`src/rtl/mem_arb_pkg.sv`:
```
// Shared types, default widths and helpers for the memory port arbiter.
package mem_arb_pkg;

  typedef enum logic {
    IDLE = 1'b0,
    BUSY = 1'b1
  } arb_state_t;

  localparam int DEF_DATA_WIDTH = 32;
  localparam int DEF_ADDR_WIDTH = 22;
  localparam int DEF_NUM_PORTS  = 2;
  localparam int DEF_BURST_LEN  = 4;

  // Advance a port index by one, wrapping back to port 0 after the last port.
  function automatic int wrapInc(input int idx, input int numPorts);
    return (idx + 1 >= numPorts) ? 0 : idx + 1;
  endfunction

endpackage

```
`src/rtl/mem_port_arbiter_if.sv`:
```
// Bundle of cache-side requests/responses and memory-side signals.
// The slave modport is the arbiter; the master modport is its environment
// (caches plus external memory).
interface mem_port_arbiter_if
  import mem_arb_pkg::*;
#(
  parameter int DATA_WIDTH = DEF_DATA_WIDTH,
  parameter int ADDR_WIDTH = DEF_ADDR_WIDTH,
  parameter int NUM_PORTS  = DEF_NUM_PORTS
);

  logic [NUM_PORTS-1:0]            i_Req_Valid;
  logic [NUM_PORTS-1:0]            i_Req_Read_Write_n;
  logic [NUM_PORTS*ADDR_WIDTH-1:0] i_Req_Address;
  logic [NUM_PORTS*DATA_WIDTH-1:0] i_Req_Data;
  logic [NUM_PORTS-1:0]            o_Rsp_Valid;
  logic [NUM_PORTS-1:0]            o_Rsp_Data_Read;
  logic [NUM_PORTS-1:0]            o_Rsp_Last;
  logic [DATA_WIDTH-1:0]           o_Rsp_Data;
  logic                            o_MEM_Valid;
  logic                            o_MEM_Read_Write_n;
  logic [ADDR_WIDTH-1:0]           o_MEM_Address;
  logic [DATA_WIDTH-1:0]           o_MEM_Data;
  logic                            i_MEM_Valid;
  logic                            i_MEM_Data_Read;
  logic                            i_MEM_Last;
  logic [DATA_WIDTH-1:0]           i_MEM_Data;
  logic [NUM_PORTS-1:0]            o_Grant;
  logic                            o_Burst_Error;

  modport slave (
    input  i_Req_Valid, i_Req_Read_Write_n, i_Req_Address, i_Req_Data,
    input  i_MEM_Valid, i_MEM_Data_Read, i_MEM_Last, i_MEM_Data,
    output o_Rsp_Valid, o_Rsp_Data_Read, o_Rsp_Last, o_Rsp_Data,
    output o_MEM_Valid, o_MEM_Read_Write_n, o_MEM_Address, o_MEM_Data,
    output o_Grant, o_Burst_Error
  );

  modport master (
    output i_Req_Valid, i_Req_Read_Write_n, i_Req_Address, i_Req_Data,
    output i_MEM_Valid, i_MEM_Data_Read, i_MEM_Last, i_MEM_Data,
    input  o_Rsp_Valid, o_Rsp_Data_Read, o_Rsp_Last, o_Rsp_Data,
    input  o_MEM_Valid, o_MEM_Read_Write_n, o_MEM_Address, o_MEM_Data,
    input  o_Grant, o_Burst_Error
  );

endinterface

```
`src/rtl/mem_port_arbiter_rr_picker.sv`:
```
// Round-robin picker: finds the first requesting port at or after the
// pointer, wrapping around, and reports it as one-hot and as an index.
module rr_picker #(
  parameter int NUM_PORTS = 2,
  parameter int PORT_W    = $clog2(NUM_PORTS)
) (
  input  logic [NUM_PORTS-1:0] i_Req,
  input  logic [PORT_W-1:0]    i_Ptr,
  output logic [NUM_PORTS-1:0] o_Onehot,
  output logic [PORT_W-1:0]    o_Index,
  output logic                 o_Found
);

  int                w_Sum;
  logic [PORT_W-1:0] w_Cand;

  // Scan ports starting at the pointer; the first requester found wins and
  // later candidates are ignored so exactly one bit of the one-hot is set.
  always_comb begin
    o_Onehot = '0;
    o_Index  = '0;
    o_Found  = 1'b0;
    w_Sum    = 0;
    w_Cand   = '0;
    for (int k = 0; k < NUM_PORTS; k++) begin
      w_Sum = int'(i_Ptr) + k;
      if (w_Sum >= NUM_PORTS) begin
        w_Sum = w_Sum - NUM_PORTS;
      end
      w_Cand = PORT_W'(w_Sum);
      if (!o_Found && i_Req[w_Cand]) begin
        o_Found          = 1'b1;
        o_Onehot[w_Cand] = 1'b1;
        o_Index          = w_Cand;
      end
    end
  end

endmodule

```
`src/rtl/mem_port_arbiter.sv`:
```
// Shares one external memory port between several cache requesters.
// A granted port owns the memory until its last beat (or until it drops its
// request); requests pass straight through and responses reach only the owner.
module mem_port_arbiter
  import mem_arb_pkg::*;
#(
  parameter int DATA_WIDTH = DEF_DATA_WIDTH,
  parameter int ADDR_WIDTH = DEF_ADDR_WIDTH,
  parameter int NUM_PORTS  = DEF_NUM_PORTS,
  parameter int BURST_LEN  = DEF_BURST_LEN,
  parameter int PORT_W     = $clog2(NUM_PORTS)
) (
  input logic               i_Clk,
  input logic               i_Reset,
  mem_port_arbiter_if.slave bus
);

  localparam int BEAT_W = $clog2(BURST_LEN) + 1;

  arb_state_t           r_State;
  arb_state_t           w_Next_State;
  logic [PORT_W-1:0]    r_Owner;
  logic [PORT_W-1:0]    r_Ptr;
  logic [BEAT_W-1:0]    r_Beat;
  logic                 r_Burst_Error;

  logic [NUM_PORTS-1:0] w_Pick_Onehot;
  logic [PORT_W-1:0]    w_Pick_Index;
  logic                 w_Pick_Found;
  logic                 w_Busy;
  logic                 w_Owner_Valid;
  logic                 w_Owner_Read;
  logic                 w_Beat;
  logic                 w_Done;
  logic                 w_Abort;
  logic [PORT_W-1:0]    w_Ptr_After_Owner;

  rr_picker #(
    .NUM_PORTS (NUM_PORTS),
    .PORT_W    (PORT_W)
  ) u_Picker (
    .i_Req    (bus.i_Req_Valid),
    .i_Ptr    (r_Ptr),
    .o_Onehot (w_Pick_Onehot),
    .o_Index  (w_Pick_Index),
    .o_Found  (w_Pick_Found)
  );

  // A beat is a read-data strobe for reads and a write-accept strobe for
  // writes; the burst ends on a beat flagged Last, and an owner that lets go
  // of its request on a quiet cycle abandons the burst.
  always_comb begin
    w_Busy            = (r_State == BUSY);
    w_Owner_Valid     = bus.i_Req_Valid[r_Owner];
    w_Owner_Read      = bus.i_Req_Read_Write_n[r_Owner];
    w_Beat            = w_Busy && (w_Owner_Read ? bus.i_MEM_Valid : bus.i_MEM_Data_Read);
    w_Done            = w_Beat && bus.i_MEM_Last;
    w_Abort           = w_Busy && !w_Owner_Valid && !w_Beat;
    w_Ptr_After_Owner = PORT_W'(wrapInc(int'(r_Owner), NUM_PORTS));
  end

  // State register; reset is asynchronous so outputs drop at once.
  always_ff @(posedge i_Clk or posedge i_Reset) begin
    if (i_Reset) begin
      r_State <= IDLE;
    end else begin
      r_State <= w_Next_State;
    end
  end

  // Next state: grant from IDLE on any request, leave BUSY on last beat or abort.
  always_comb begin
    w_Next_State = r_State;
    case (r_State)
      IDLE:    if (w_Pick_Found) w_Next_State = BUSY;
      BUSY:    if (w_Done || w_Abort) w_Next_State = IDLE;
      default: w_Next_State = IDLE;
    endcase
  end

  // Owner, round-robin pointer, beat counter and the one-cycle error pulse.
  // The pointer moves past the owner whenever its ownership ends, which is
  // what makes continuous requesters take turns.
  always_ff @(posedge i_Clk or posedge i_Reset) begin
    if (i_Reset) begin
      r_Owner       <= '0;
      r_Ptr         <= '0;
      r_Beat        <= '0;
      r_Burst_Error <= 1'b0;
    end else begin
      r_Burst_Error <= 1'b0;
      if (r_State == IDLE) begin
        r_Beat <= '0;
        if (w_Pick_Found) begin
          r_Owner <= w_Pick_Index;
        end
      end else if (w_Done) begin
        r_Ptr         <= w_Ptr_After_Owner;
        r_Beat        <= '0;
        r_Burst_Error <= ((r_Beat + BEAT_W'(1)) != BEAT_W'(BURST_LEN));
      end else if (w_Abort) begin
        r_Ptr  <= w_Ptr_After_Owner;
        r_Beat <= '0;
      end else if (w_Beat) begin
        r_Beat <= r_Beat + BEAT_W'(1);
      end
    end
  end

  // Output muxing: in BUSY the owner's request drives memory and memory
  // responses drive only the owner's response bits; in IDLE everything is
  // quiet, so stray memory beats never reach any cache.
  always_comb begin
    bus.o_Grant            = '0;
    bus.o_MEM_Valid        = 1'b0;
    bus.o_MEM_Read_Write_n = 1'b0;
    bus.o_MEM_Address      = '0;
    bus.o_MEM_Data         = '0;
    bus.o_Rsp_Valid        = '0;
    bus.o_Rsp_Data_Read    = '0;
    bus.o_Rsp_Last         = '0;
    bus.o_Rsp_Data         = '0;
    if (r_State == BUSY) begin
      bus.o_Grant[r_Owner]         = 1'b1;
      bus.o_MEM_Valid              = w_Owner_Valid;
      bus.o_MEM_Read_Write_n       = w_Owner_Read;
      bus.o_MEM_Address            = bus.i_Req_Address[int'(r_Owner)*ADDR_WIDTH +: ADDR_WIDTH];
      bus.o_MEM_Data               = bus.i_Req_Data[int'(r_Owner)*DATA_WIDTH +: DATA_WIDTH];
      bus.o_Rsp_Valid[r_Owner]     = bus.i_MEM_Valid;
      bus.o_Rsp_Data_Read[r_Owner] = bus.i_MEM_Data_Read;
      bus.o_Rsp_Last[r_Owner]      = bus.i_MEM_Last;
      bus.o_Rsp_Data               = bus.i_MEM_Data;
    end
  end

  assign bus.o_Burst_Error = r_Burst_Error;

endmodule

```
`src/flat_wrapper.sv`:
```
// flat-port wrapper written by rule: the top's interface ports become plain ports
module mem_port_arbiter_flat import mem_arb_pkg::*;
#(
  parameter int DATA_WIDTH = DEF_DATA_WIDTH,
  parameter int ADDR_WIDTH = DEF_ADDR_WIDTH,
  parameter int NUM_PORTS  = DEF_NUM_PORTS,
  parameter int BURST_LEN  = DEF_BURST_LEN,
  parameter int PORT_W     = $clog2(NUM_PORTS)
)
  (i_Clk, i_Reset, bus_i_Req_Valid, bus_i_Req_Read_Write_n, bus_i_Req_Address, bus_i_Req_Data, bus_i_MEM_Valid, bus_i_MEM_Data_Read, bus_i_MEM_Last, bus_i_MEM_Data, bus_o_Rsp_Valid, bus_o_Rsp_Data_Read, bus_o_Rsp_Last, bus_o_Rsp_Data, bus_o_MEM_Valid, bus_o_MEM_Read_Write_n, bus_o_MEM_Address, bus_o_MEM_Data, bus_o_Grant, bus_o_Burst_Error);
  mem_port_arbiter_if #(.DATA_WIDTH(DATA_WIDTH), .ADDR_WIDTH(ADDR_WIDTH), .NUM_PORTS(NUM_PORTS)) bus_i ();
  input logic i_Clk;
  input logic i_Reset;
  input wire logic [$bits(bus_i.i_Req_Valid)-1:0] bus_i_Req_Valid;
  input wire logic [$bits(bus_i.i_Req_Read_Write_n)-1:0] bus_i_Req_Read_Write_n;
  input wire logic [$bits(bus_i.i_Req_Address)-1:0] bus_i_Req_Address;
  input wire logic [$bits(bus_i.i_Req_Data)-1:0] bus_i_Req_Data;
  input wire logic [$bits(bus_i.i_MEM_Valid)-1:0] bus_i_MEM_Valid;
  input wire logic [$bits(bus_i.i_MEM_Data_Read)-1:0] bus_i_MEM_Data_Read;
  input wire logic [$bits(bus_i.i_MEM_Last)-1:0] bus_i_MEM_Last;
  input wire logic [$bits(bus_i.i_MEM_Data)-1:0] bus_i_MEM_Data;
  output wire logic [$bits(bus_i.o_Rsp_Valid)-1:0] bus_o_Rsp_Valid;
  output wire logic [$bits(bus_i.o_Rsp_Data_Read)-1:0] bus_o_Rsp_Data_Read;
  output wire logic [$bits(bus_i.o_Rsp_Last)-1:0] bus_o_Rsp_Last;
  output wire logic [$bits(bus_i.o_Rsp_Data)-1:0] bus_o_Rsp_Data;
  output wire logic [$bits(bus_i.o_MEM_Valid)-1:0] bus_o_MEM_Valid;
  output wire logic [$bits(bus_i.o_MEM_Read_Write_n)-1:0] bus_o_MEM_Read_Write_n;
  output wire logic [$bits(bus_i.o_MEM_Address)-1:0] bus_o_MEM_Address;
  output wire logic [$bits(bus_i.o_MEM_Data)-1:0] bus_o_MEM_Data;
  output wire logic [$bits(bus_i.o_Grant)-1:0] bus_o_Grant;
  output wire logic [$bits(bus_i.o_Burst_Error)-1:0] bus_o_Burst_Error;
  assign bus_i.i_Req_Valid = bus_i_Req_Valid;
  assign bus_i.i_Req_Read_Write_n = bus_i_Req_Read_Write_n;
  assign bus_i.i_Req_Address = bus_i_Req_Address;
  assign bus_i.i_Req_Data = bus_i_Req_Data;
  assign bus_i.i_MEM_Valid = bus_i_MEM_Valid;
  assign bus_i.i_MEM_Data_Read = bus_i_MEM_Data_Read;
  assign bus_i.i_MEM_Last = bus_i_MEM_Last;
  assign bus_i.i_MEM_Data = bus_i_MEM_Data;
  assign bus_o_Rsp_Valid = bus_i.o_Rsp_Valid;
  assign bus_o_Rsp_Data_Read = bus_i.o_Rsp_Data_Read;
  assign bus_o_Rsp_Last = bus_i.o_Rsp_Last;
  assign bus_o_Rsp_Data = bus_i.o_Rsp_Data;
  assign bus_o_MEM_Valid = bus_i.o_MEM_Valid;
  assign bus_o_MEM_Read_Write_n = bus_i.o_MEM_Read_Write_n;
  assign bus_o_MEM_Address = bus_i.o_MEM_Address;
  assign bus_o_MEM_Data = bus_i.o_MEM_Data;
  assign bus_o_Grant = bus_i.o_Grant;
  assign bus_o_Burst_Error = bus_i.o_Burst_Error;
  mem_port_arbiter #(.DATA_WIDTH(DATA_WIDTH), .ADDR_WIDTH(ADDR_WIDTH), .NUM_PORTS(NUM_PORTS), .BURST_LEN(BURST_LEN), .PORT_W(PORT_W)) u_core (.i_Clk(i_Clk), .i_Reset(i_Reset), .bus(bus_i));
endmodule
```
`config.mk`:
```
export PLATFORM = sky130hd
export DESIGN_NAME = mem_port_arbiter_flat
export DESIGN_NICKNAME = d
export VERILOG_FILES = /design/src/rtl/mem_arb_pkg.sv /design/src/rtl/mem_port_arbiter_if.sv /design/src/rtl/mem_port_arbiter_rr_picker.sv /design/src/rtl/mem_port_arbiter.sv /design/src/flat_wrapper.sv
export SDC_FILE = /design/constraint.sdc
export NUM_CORES = 1
export LEC_CHECK = 0
export BUFFER_PORTS_ARGS = -buffer_cell sky130_fd_sc_hd__buf_2
export CELL_PAD_IN_SITES_DETAIL_PLACEMENT = 1
export CELL_PAD_IN_SITES_GLOBAL_PLACEMENT = 1
export CORE_MARGIN = 2
export CORE_UTILIZATION = 14
export CTS_CLUSTER_DIAMETER = 40
export DETAILED_ROUTE_END_ITERATION = 7
export PLACE_DENSITY = 0.76
export SYNTH_ARGS = -nofsm -noshare
export SYNTH_HDL_FRONTEND = slang
export SYNTH_SLANG_ARGS = --single-unit
```
`constraint.sdc`:
```
create_clock -name i_Clk -period 1.5 [get_ports i_Clk]
set_input_delay 0.075 -clock i_Clk [delete_from_list [all_inputs] [get_ports i_Clk]]
set_output_delay 0.075 -clock i_Clk [all_outputs]
set_load 0.1 [all_outputs]
```
==> flow_summary_export.csv, run 1 <==
group,metric,value,unit
outcome,status,"finished with violations",
outcome,violations,"negative setup slack",
floorplan,chipWidth,107,µm
clock_tree,clock_latency,0.23,ns
floorplan,start_util,14.4,%
synth,syn_area,0.00148,mm²
setup_path,required,1.66,ns
grt,use_met1,17.5,%
grt,antenna_found_initial,0,
sta,timing.final.ws_setup,-0.196,ns
route,firstDrtPassIters,4,
synth,ys_seq_area_share,11.8,%
grt,met3_usage,3.40,%
grt,grt_first_pass_wirelength,15800,µm
grt,globalRoute.totalOverflow,0,
floorplan,io_pins,246,
synth,yosys.area_share.simple,35.8,%
clock_tree,clk_path_buf_depth,2,
clock_tree,cts_tree,"yes",
final_layout,fin_area,0.00554,mm²
route,drt_iter0_markers,39,
synth,syn_inst,208,
synth,synthMuxAreaShare,40.9,%
run,drv_cap,0,
final_layout,layout-drive-gt1-share,87.8,%
place,placed_cell_area,0.00496,mm²
sta,finalSetupViolations,65,
grt,grt_max_degree,38,
route,vias_per_cell,4.29,
setup_path,cp-start-kind,"flip-flop",
place,place_ws,-0.175,ns
synth,synth_top_family_by_area,"multiplexers",
synth,synth_compound_area_share,3.89,%
floorplan,coreArea,0.0103,mm²
place,hpwl,8240,µm
setup_path,crit_path_end_kind,"flip-flop",
hold_path,hold_path.class,"in2reg",
clock_tree,htreeDepth,1,
floorplan,die-area,0.0114,mm²
synth,ys_ff_latch,7,
place,gp_congestion,0.783,
final_layout,final_nets,628,
sta,rsz0062_at_grt,"true",
clock_tree,cts_made_buffers,3,
floorplan,die_y,107,µm
place,port-buffer-count,245,
final_layout,nFillCells,1108,
final_layout,final_cells,612,
final_layout,area_growth,275,%
place,dp.cells,591,
route,drt_wl_total,10800,µm
grt,grtUsageTotal,17.7,%
setup_path,path_class,"reg2reg",
setup_path,cp.arrival,1.85,ns
grt,grt_use_met2,37.0,%
clock_tree,clk_pin_slew,0.04,ns
clock_tree,cts.sinks,7,
synth,syn_avg_cell_area,7.11,µm²
final_layout,final_util,53.9,%
sta,relSlewSlack,66.7,%
synth,syn-num-nets,359,
synth,yosysWarningCount,0,
grt,grt_busiest_layer,"met2",
route,vias,2623,
route,postRouteAntennaNets,0,
synth,synth_xor_area_share,0,%
clock_tree,cts_root_buf,"clkbuf_8",
sta,worst_pin_slew,0.503,ns
synth,synth.distinct_cells,25,
sta,fmaxAchievable,590,MHz
sta,hold_viol_final,0,
route,drc_errors,0,
sta,fin_crit,1.70,ns
sta,finClkSkew,0.00143,ns
floorplan,rows,37,
setup_path,cp_max_fo,6,
sta,finalCritPeriodShare,113,%
route,wl_per_cell,17.7,µm
grt,grt_pass1_vias,2991,
sta,final_max_slew_viol_count,0,
final_layout,insertedDiodeCount,0,
synth,synthAdderAreaFrac,1.69,%
==> registers in the layout (all words and copies together), names as in the netlist <==
register,count
u_core.r_State,1
u_core.r_Owner,1
u_core.r_Ptr,1
u_core.bus.o_Burst_Error,1
u_core.r_Beat,3
==> synthesized netlist by cell type <==
cell type  count  area, µm²
mux2i_1       58        581
nor2_1        57        214
and2_1        36        225
clkbuf_1      10       37.5
dfrtp_1        7        175
buf_2          6       30.0
a21oi_1        5       25.0
and3_1         3       18.8
inv_1          3       11.3
nand2_1        3       11.3
nand2b_1       3       18.8
nand3_1        3       15.0
ha_1           2       25.0
a2111oi_0      1       8.76
a211o_1        1       8.76
a2bb2oi_1      1       8.76
a31oi_1        1       6.26
buf_1          1       3.75
inv_2          1       3.75
mux2_2         1       11.3
mux2i_2        1       13.8
nor3_1         1       5.00
or2_2          1       6.26
or3_1          1       6.26
or3b_1         1       8.76
==> worst paths after layout <==
path	from	end	slack (ns)	depth (start not counted)
hold reg to reg	u_core.r_Ptr	u_core.r_Ptr	0.55	2
max in group asynchronous	i_Reset	u_core.r_Owner	0.91	3
setup / recovery	u_core.r_Owner	u_core.r_Beat[2]	-0.20	6
hold / removal	bus_i_Req_Valid[0]	u_core.r_Owner	0.10	2
setup reg to reg	u_core.r_Owner	u_core.r_Beat[2]	-0.20	6
min in group asynchronous	i_Reset	u_core.r_Beat[2]	0.33	3
==> worst max-delay path: stages, from the launching register on <==
cell	delay [ns]
dfrtp_4	0.46
mux2i_4	0.29
mux2i_4	0.37
buf_4	0.18
buf_6	0.08
nand3_1	0.07
a21oi_1	0.15
==> cells in the final DEF, fill, tap and decap left out, types with 3 or more instances in the layout <==
cell type	instances
buf_6	4
buf_16	3
nand3_1	3
buf_12	105
mux2i_2	47
mux2i_4	8
inv_1	3
buf_2	149
dfrtp_1	5
and2_4	4
a21oi_1	4
nand2_1	3
buf_4	17
clkbuf_8	3
nand2b_1	3
nor2_4	55
and3_4	3
mux2i_1	4
and2_1	22
and2_2	10
==> stage by stage <==
stage / setup TNS (ns) / hold slack, ns
2_1_floorplan: -12.59 / -0.122
3_3_place_gp: -1.74 / 0.0232
3_5_place_dp: -4.70 / 0.0289
4_1_cts: -8.11 / 0.102
5_1_grt: -12.09 / 0.101
6_report: -8.76 / 0.104
==> layout make-up <==
class                      count  area [µm²]  area share [%]
tap                          136         170            3.07
multi-input combinational    180        1960            35.4
sequential                     7         180            3.25
inverter                       4        20.0           0.361
timing repair buffer         281        3160            57.1
clock buffer                   4        45.0           0.813
==> logic make-up after synthesis <==
| logic type | count (synthesis) |
|---|---|
| AO/OA/AOI/OAI | 9 |
| adder cells (fa/ha/maj) | 2 |
| buffers and inverters | 21 |
| flip-flops | 7 |
| multiplexers | 60 |
| AND/OR/NAND/NOR | 109 |
==> what timing repair did <==
item,in CTS,in global routing
pin swaps,5,0
hold buffers,1,0
gates cloned,2,2
setup endpoints to repair,68,70
gates resized for setup,59,21
endpoints found under the hold margin,7,0
setup buffers,8,4
==> per-layer routing <==
layer	up-vias	wire (µm)
met1	1264	3620
met5	-	0
met4	0	167
li1	1235	-
met2	109	6460
met3	15	594
Power of run 1 is left out: the tool's default activity adds up to more than one toggle a clock period on the data nets, which glitch-free logic cannot reach.
==> run 2, diff against run 1 <==
==> constraint.sdc (replaced) <==
create_clock -name i_Clk -period 1.4 [get_ports i_Clk]
set_input_delay 0.07 -clock i_Clk [delete_from_list [all_inputs] [get_ports i_Clk]]
set_output_delay 0.07 -clock i_Clk [all_outputs]
set_load 0.1 [all_outputs]
==> run 2 against run 1 <==
The run still ends with negative setup slack left. Register-to-register slack worse by 0.07 ns. Critical path depth is 1 lower. Clock-buffer cell count stayed put. Cell count is 0.65% lower. Hold slack worse by 0.023 ns. Core utilization is 1.7 points higher. Non-clock buffer count is 4 lower. Global-route usage is 1.2 points higher. Final area is 3.1% higher. Clock skew is 0.00051 ns higher. Via count is 2.7% higher. Critical path type is now reg2out. Worst setup slack worse by 0.095 ns.
==> flow_summary_export.csv, run 2 (synthesis gave the netlist of run 1 again) <==
group,metric,value,unit
outcome,status,"finished with violations",
outcome,violations,"negative setup slack",
sta,relSlewSlack,67.4,%
final_layout,largest_reg_flops,3,
floorplan,die-area,0.0114,mm²
setup_path,rrSetupSlack,-0.27,ns
clock_tree,cts_tree,"yes",
run,drv_cap,0,
sta,rsz0062_at_grt,"true",
floorplan,coreArea,0.0103,mm²
sta,hold_viol_final,0,
route,wl_met2,6510,µm
place,port-buffer-count,245,
setup_path,crit_start,"u_core.r_Owner",
floorplan,start_util,14.4,%
clock_tree,clock_latency,0.23,ns
sta,finClkSkew,0.00194,ns
floorplan,die_y,107,µm
final_layout,regMostFlops,"u_core.r_Beat",
route,drt_wl_total,11600,µm
sta,fmaxAchievable,591,MHz
sta,finalSetupViolations,70,
setup_path,crit_end,"bus_o_MEM_Valid",
route,firstDrtPassIters,4,
place,placed_cell_area,0.00502,mm²
setup_path,crit_path_end_kind,"output pin",
place,hpwl,8650,µm
setup_path,r2r-start,"u_core.r_Owner",
hold_path,hold_path.class,"in2reg",
setup_path,required,1.33,ns
place,place_ws,-0.359,ns
floorplan,io_pins,246,
clock_tree,clk_path_buf_depth,2,
floorplan,chipWidth,107,µm
grt,grt_pass1_vias,3145,
setup_path,r2r_cells,5,
route,met3RoutedLength,1260,µm
final_layout,layout-drive-gt1-share,92.4,%
final_layout,area_growth,286,%
final_layout,insertedDiodeCount,0,
final_layout,final_common_cell,"buf_2",
setup_path,cp_max_fo,4,
place,dp.cells,594,
final_layout,fin_area,0.00571,mm²
setup_path,cp-start-kind,"flip-flop",
grt,antenna_found_initial,0,
setup_path,timing.rr.end,"u_core.r_Beat[1]",
sta,final_max_slew_viol_count,0,
clock_tree,cts.sinks,7,
route,drc_errors,0,
route,vias_per_cell,4.43,
route,wl_per_cell,19.0,µm
final_layout,layout_common_cells,"149 x buf_2, 106 x buf_12, 56 x nor2_4",
sta,finalCritPeriodShare,121,%
route,postRouteAntennaNets,0,
grt,grt_max_degree,39,
setup_path,path_class,"reg2out",
clock_tree,clk_pin_slew,0.04,ns
sta,worst_pin_slew,0.493,ns
clock_tree,cts_root_buf,"clkbuf_8",
final_layout,final_cells,608,
sta,holdWs,0.0808,ns
clock_tree,cts_made_buffers,3,
clock_tree,htreeDepth,1,
route,m1WireLength,3580,µm
route,drt_iter0_markers,49,
place,gp_congestion,0.713,
setup_path,cp.arrival,1.62,ns
grt,globalRoute.totalOverflow,0,
route,top_layer_used,"met4",
grt,grtUsageTotal,18.9,%
floorplan,rows,37,
sta,timing.final.ws_setup,-0.291,ns
sta,fin_crit,1.69,ns
final_layout,final_nets,624,
grt,grt_first_pass_wirelength,16900,µm
route,vias,2694,
-- run 2: cell count changes in the layout (fill, tap and decap cells not counted), sizes merged --
cell / before / now
clkbuf: 6 / 5
buf: 278 / 275
-- run 2: layout make-up --
type | instances | area (µm²)
sequential | 7 | 180
fill | 1074 | 4570
timing repair buffer | 277 | 3110
clock buffer | 4 | 45.0
inverter | 4 | 20.0
tap | 136 | 170
multi-input combinational | 180 | 2180
-- run 2: metal layers --
| metal | GRT usage, % | vias to the layer above |
|---|---|---|
| met5 | 0 | - |
| li1 | - | 1232 |
| met2 | 37.0 | 176 |
| met3 | 6.87 | 16 |
| met1 | 18.8 | 1270 |
| met4 | 4.36 | 0 |
-- run 2: stage by stage --
stage	TNS, ns	util, %
CTS	-14.94	53.5
global placement	-1.23	48.8
global route	-18.96	55.6
floorplan	-2.11	-
detailed placement	-3.25	48.8
finish	-16.03	55.6
-- run 2: worst max-delay path, cell delays in order (launching register included) --
cell and delay (ns):
dfrtp_4 0.51, buf_6 0.14, mux2_4 0.30, buf_6 0.13
and2_4 0.15, buf_12 0.16
-- run 2: what timing repair did --
| item | in CTS | in global routing |
|---|---|---|
| gates resized for setup | 82 | 27 |
| hold endpoints to repair | 7 | 0 |
| cloned | 1 | 1 |
| hold buffers | 1 | 0 |
| buffers inserted | 5 | 3 |
| endpoints found under the setup margin | 102 | 102 |
| pin swaps | 11 | 4 |
-- run 2: worst min-delay path by stage --
stage,from,to,slack (ns),cells after the start
final,bus_i_Req_Valid[0],u_core.r_Owner,0.08,2
after global routing,bus_i_Req_Valid[0],u_core.r_Owner,0.09,2
after CTS,bus_i_Req_Valid[0],u_core.r_Owner,0.08,2
after detailed placement,i_Reset,u_core.r_Beat[1],0.04,2
after global placement,i_Reset,u_core.r_Beat[2],0.01,2
after floorplan,i_Reset,u_core.bus.o_Burst_Error,-0.13,1
Power of run 2 is left out for the same reason.
==> run 3, diff against run 2 <==
--- a/config.mk
+++ b/config.mk
@@ -12,6 +12,7 @@
 export CORE_UTILIZATION = 14
 export CTS_CLUSTER_DIAMETER = 40
 export DETAILED_ROUTE_END_ITERATION = 7
+export MAX_ROUTING_LAYER = met4
 export PLACE_DENSITY = 0.76
 export SYNTH_ARGS = -nofsm -noshare
 export SYNTH_HDL_FRONTEND = slang
==> run 3 against run 2 <==
The flow still finishes with violations (negative setup slack). Non-clock buffer count is the same. Core utilization stayed put. Die area unchanged. Highest routed layer unchanged. First-iteration DRC count down 8.2%. Critical path type unchanged. Sequential share of layout area unchanged. Worst setup slack improved by 0.00078 ns. Register-to-register slack about the same. Clock skew barely moved. Cell count unchanged.
==> flow_summary_export.csv, run 3 (synthesis gave the netlist of run 1 again) <==
group,metric,value,unit
final_layout,multi_input_area,0.00218,mm²
setup_path,crit_end,"bus_o_MEM_Valid",
final_layout,area_growth,286,%
final_layout,final_util,55.6,%
clock_tree,cts_root_buf,"clkbuf_8",
floorplan,chipWidth,107,µm
route,vias_per_cell,4.39,
setup_path,crit_chain,"buf_6 > mux2_4 > buf_6 > and2_4 > buf_12",
setup_path,timing.rr.end,"u_core.r_Beat[1]",
clock_tree,htreeDepth,1,
grt,grt_max_degree,39,
floorplan,rows,37,
floorplan,die_y,107,µm
route,drc_errors,0,
setup_path,cpMostUsedCell,"buf_6",
clock_tree,cts_tree,"yes",
route,wl_per_cell,18.9,µm
hold_path,hold_start,"bus_i_Req_Valid[0]",
floorplan,io_pins,246,
clock_tree,clk_path_buf_depth,2,
final_layout,layout_common_cells,"149 x buf_2, 106 x buf_12, 56 x nor2_4",
route,postRouteAntennaNets,0,
clock_tree,clock_latency,0.23,ns
grt,grt_first_pass_wirelength,16800,µm
route,vias,2669,
setup_path,crit_start,"u_core.r_Owner",
route,drt_wl_total,11500,µm
clock_tree,clk_pin_slew,0.04,ns
final_layout,final_common_cell,"buf_2",
grt,globalRoute.totalOverflow,0,
final_layout,insertedDiodeCount,0,
setup_path,crit_path_end_kind,"output pin",
grt,grtUsageTotal,19.4,%
grt,antenna_found_initial,0,
setup_path,path_class,"reg2out",
sta,rsz0062_at_grt,"true",
setup_path,r2r_cells,5,
final_layout,nFillCells,1074,
clock_tree,cts.sinks,7,
final_layout,seq_area,180,µm²
hold_path,hold_path.class,"in2reg",
sta,hold_viol_final,0,
setup_path,required,1.33,ns
route,firstDrtPassIters,4,
final_layout,regMostFlops,"u_core.r_Beat",
setup_path,cp.arrival,1.62,ns
sta,final_max_slew_viol_count,0,
setup_path,rrSetupSlack,-0.28,ns
place,port-buffer-count,245,
outcome,violations,"negative setup slack",
outcome,status,"finished with violations",
setup_path,cp-start-kind,"flip-flop",
sta,fmaxAchievable,592,MHz
grt,grt_pass1_vias,3159,
floorplan,coreArea,0.0103,mm²
floorplan,die-area,0.0114,mm²
setup_path,cp_max_fo,4,
floorplan,start_util,14.4,%
final_layout,layout-drive-gt1-share,92.4,%
place,gp_congestion,0.722,
place,hpwl,8650,µm
place,place_ws,-0.359,ns
sta,finalSetupViolations,70,
clock_tree,cts_made_buffers,3,
sta,worst_pin_slew,0.493,ns
sta,finalCritPeriodShare,121,%
route,drt_iter0_markers,45,
final_layout,final_nets,624,
sta,timing.final.ws_setup,-0.290,ns
sta,relSlewSlack,67.4,%
sta,fin_crit,1.69,ns
setup_path,slowest_delay,0.51,ns
final_layout,largest_reg_flops,3,
run,drv_cap,0,
setup_path,crit_path_top_delay_cell,"dfrtp_4",
setup_path,r2r-start,"u_core.r_Owner",
sta,finClkSkew,0.00156,ns
[run 3: layout make-up]
cell class,instances,share of cell area [%]
Sequential cell,7,3.16
Clock buffer,4,0.789
Inverter,4,0.351
Multi-Input combinational cell,180,38.2
Timing Repair Buffer,277,54.5
Tap cell,136,2.98
[run 3: how the worst min path moves through the flow]
stage / end / slack [ns] / depth (start not counted)
after detailed placement: u_core.r_Beat[1] / 0.04 / 2
after global routing: u_core.r_Owner / 0.09 / 2
final: u_core.r_Owner / 0.08 / 2
after CTS: u_core.r_Owner / 0.08 / 2
after floorplan: u_core.bus.o_Burst_Error / -0.13 / 1
after global placement: u_core.r_Beat[2] / 0.01 / 2
[run 3: worst max-delay path, delay by kind of cell (launching register included)]
family | cells | cell delay (ns)
DFF | 1 | 0.51
and+or+nand+nor | 1 | 0.15
buffers and inverters | 3 | 0.43
muxes | 1 | 0.30
[run 3: stage by stage]
step	std cells	setup TNS [ns]	area, µm²	hold WS, ns
6_report	608	-15.94	5710	0.0830
3_3_place_gp	594	-1.23	5020	0.0136
3_5_place_dp	594	-3.25	5020	0.0355
4_1_cts	605	-14.94	5500	0.0818
5_1_grt	608	-18.93	5710	0.0946
2_1_floorplan	208	-2.11	2060	-0.127
[run 3: routing by layer]
metal	share of wire (%)	wire length [µm]	GRT usage, %	vias to the layer above
li1	-	-	-	1231
met1	32	3670	19.5	1248
met2	57	6510	37.1	173
met3	9.5	1090	5.59	17
met4	1.9	215	4.36	0
met5	0	0	-	-
[run 3: repair_timing]
| action | 4_1_cts | 5_1_grt |
|---|---|---|
| endpoints found under the hold margin | 7 | 0 |
| hold buffers | 1 | 0 |
| setup buffers | 5 | 3 |
| resized for setup | 82 | 27 |
| cloned | 1 | 1 |
| endpoints found under the setup margin | 102 | 102 |
| pin swaps | 11 | 4 |
Power of run 3 is left out for the same reason.
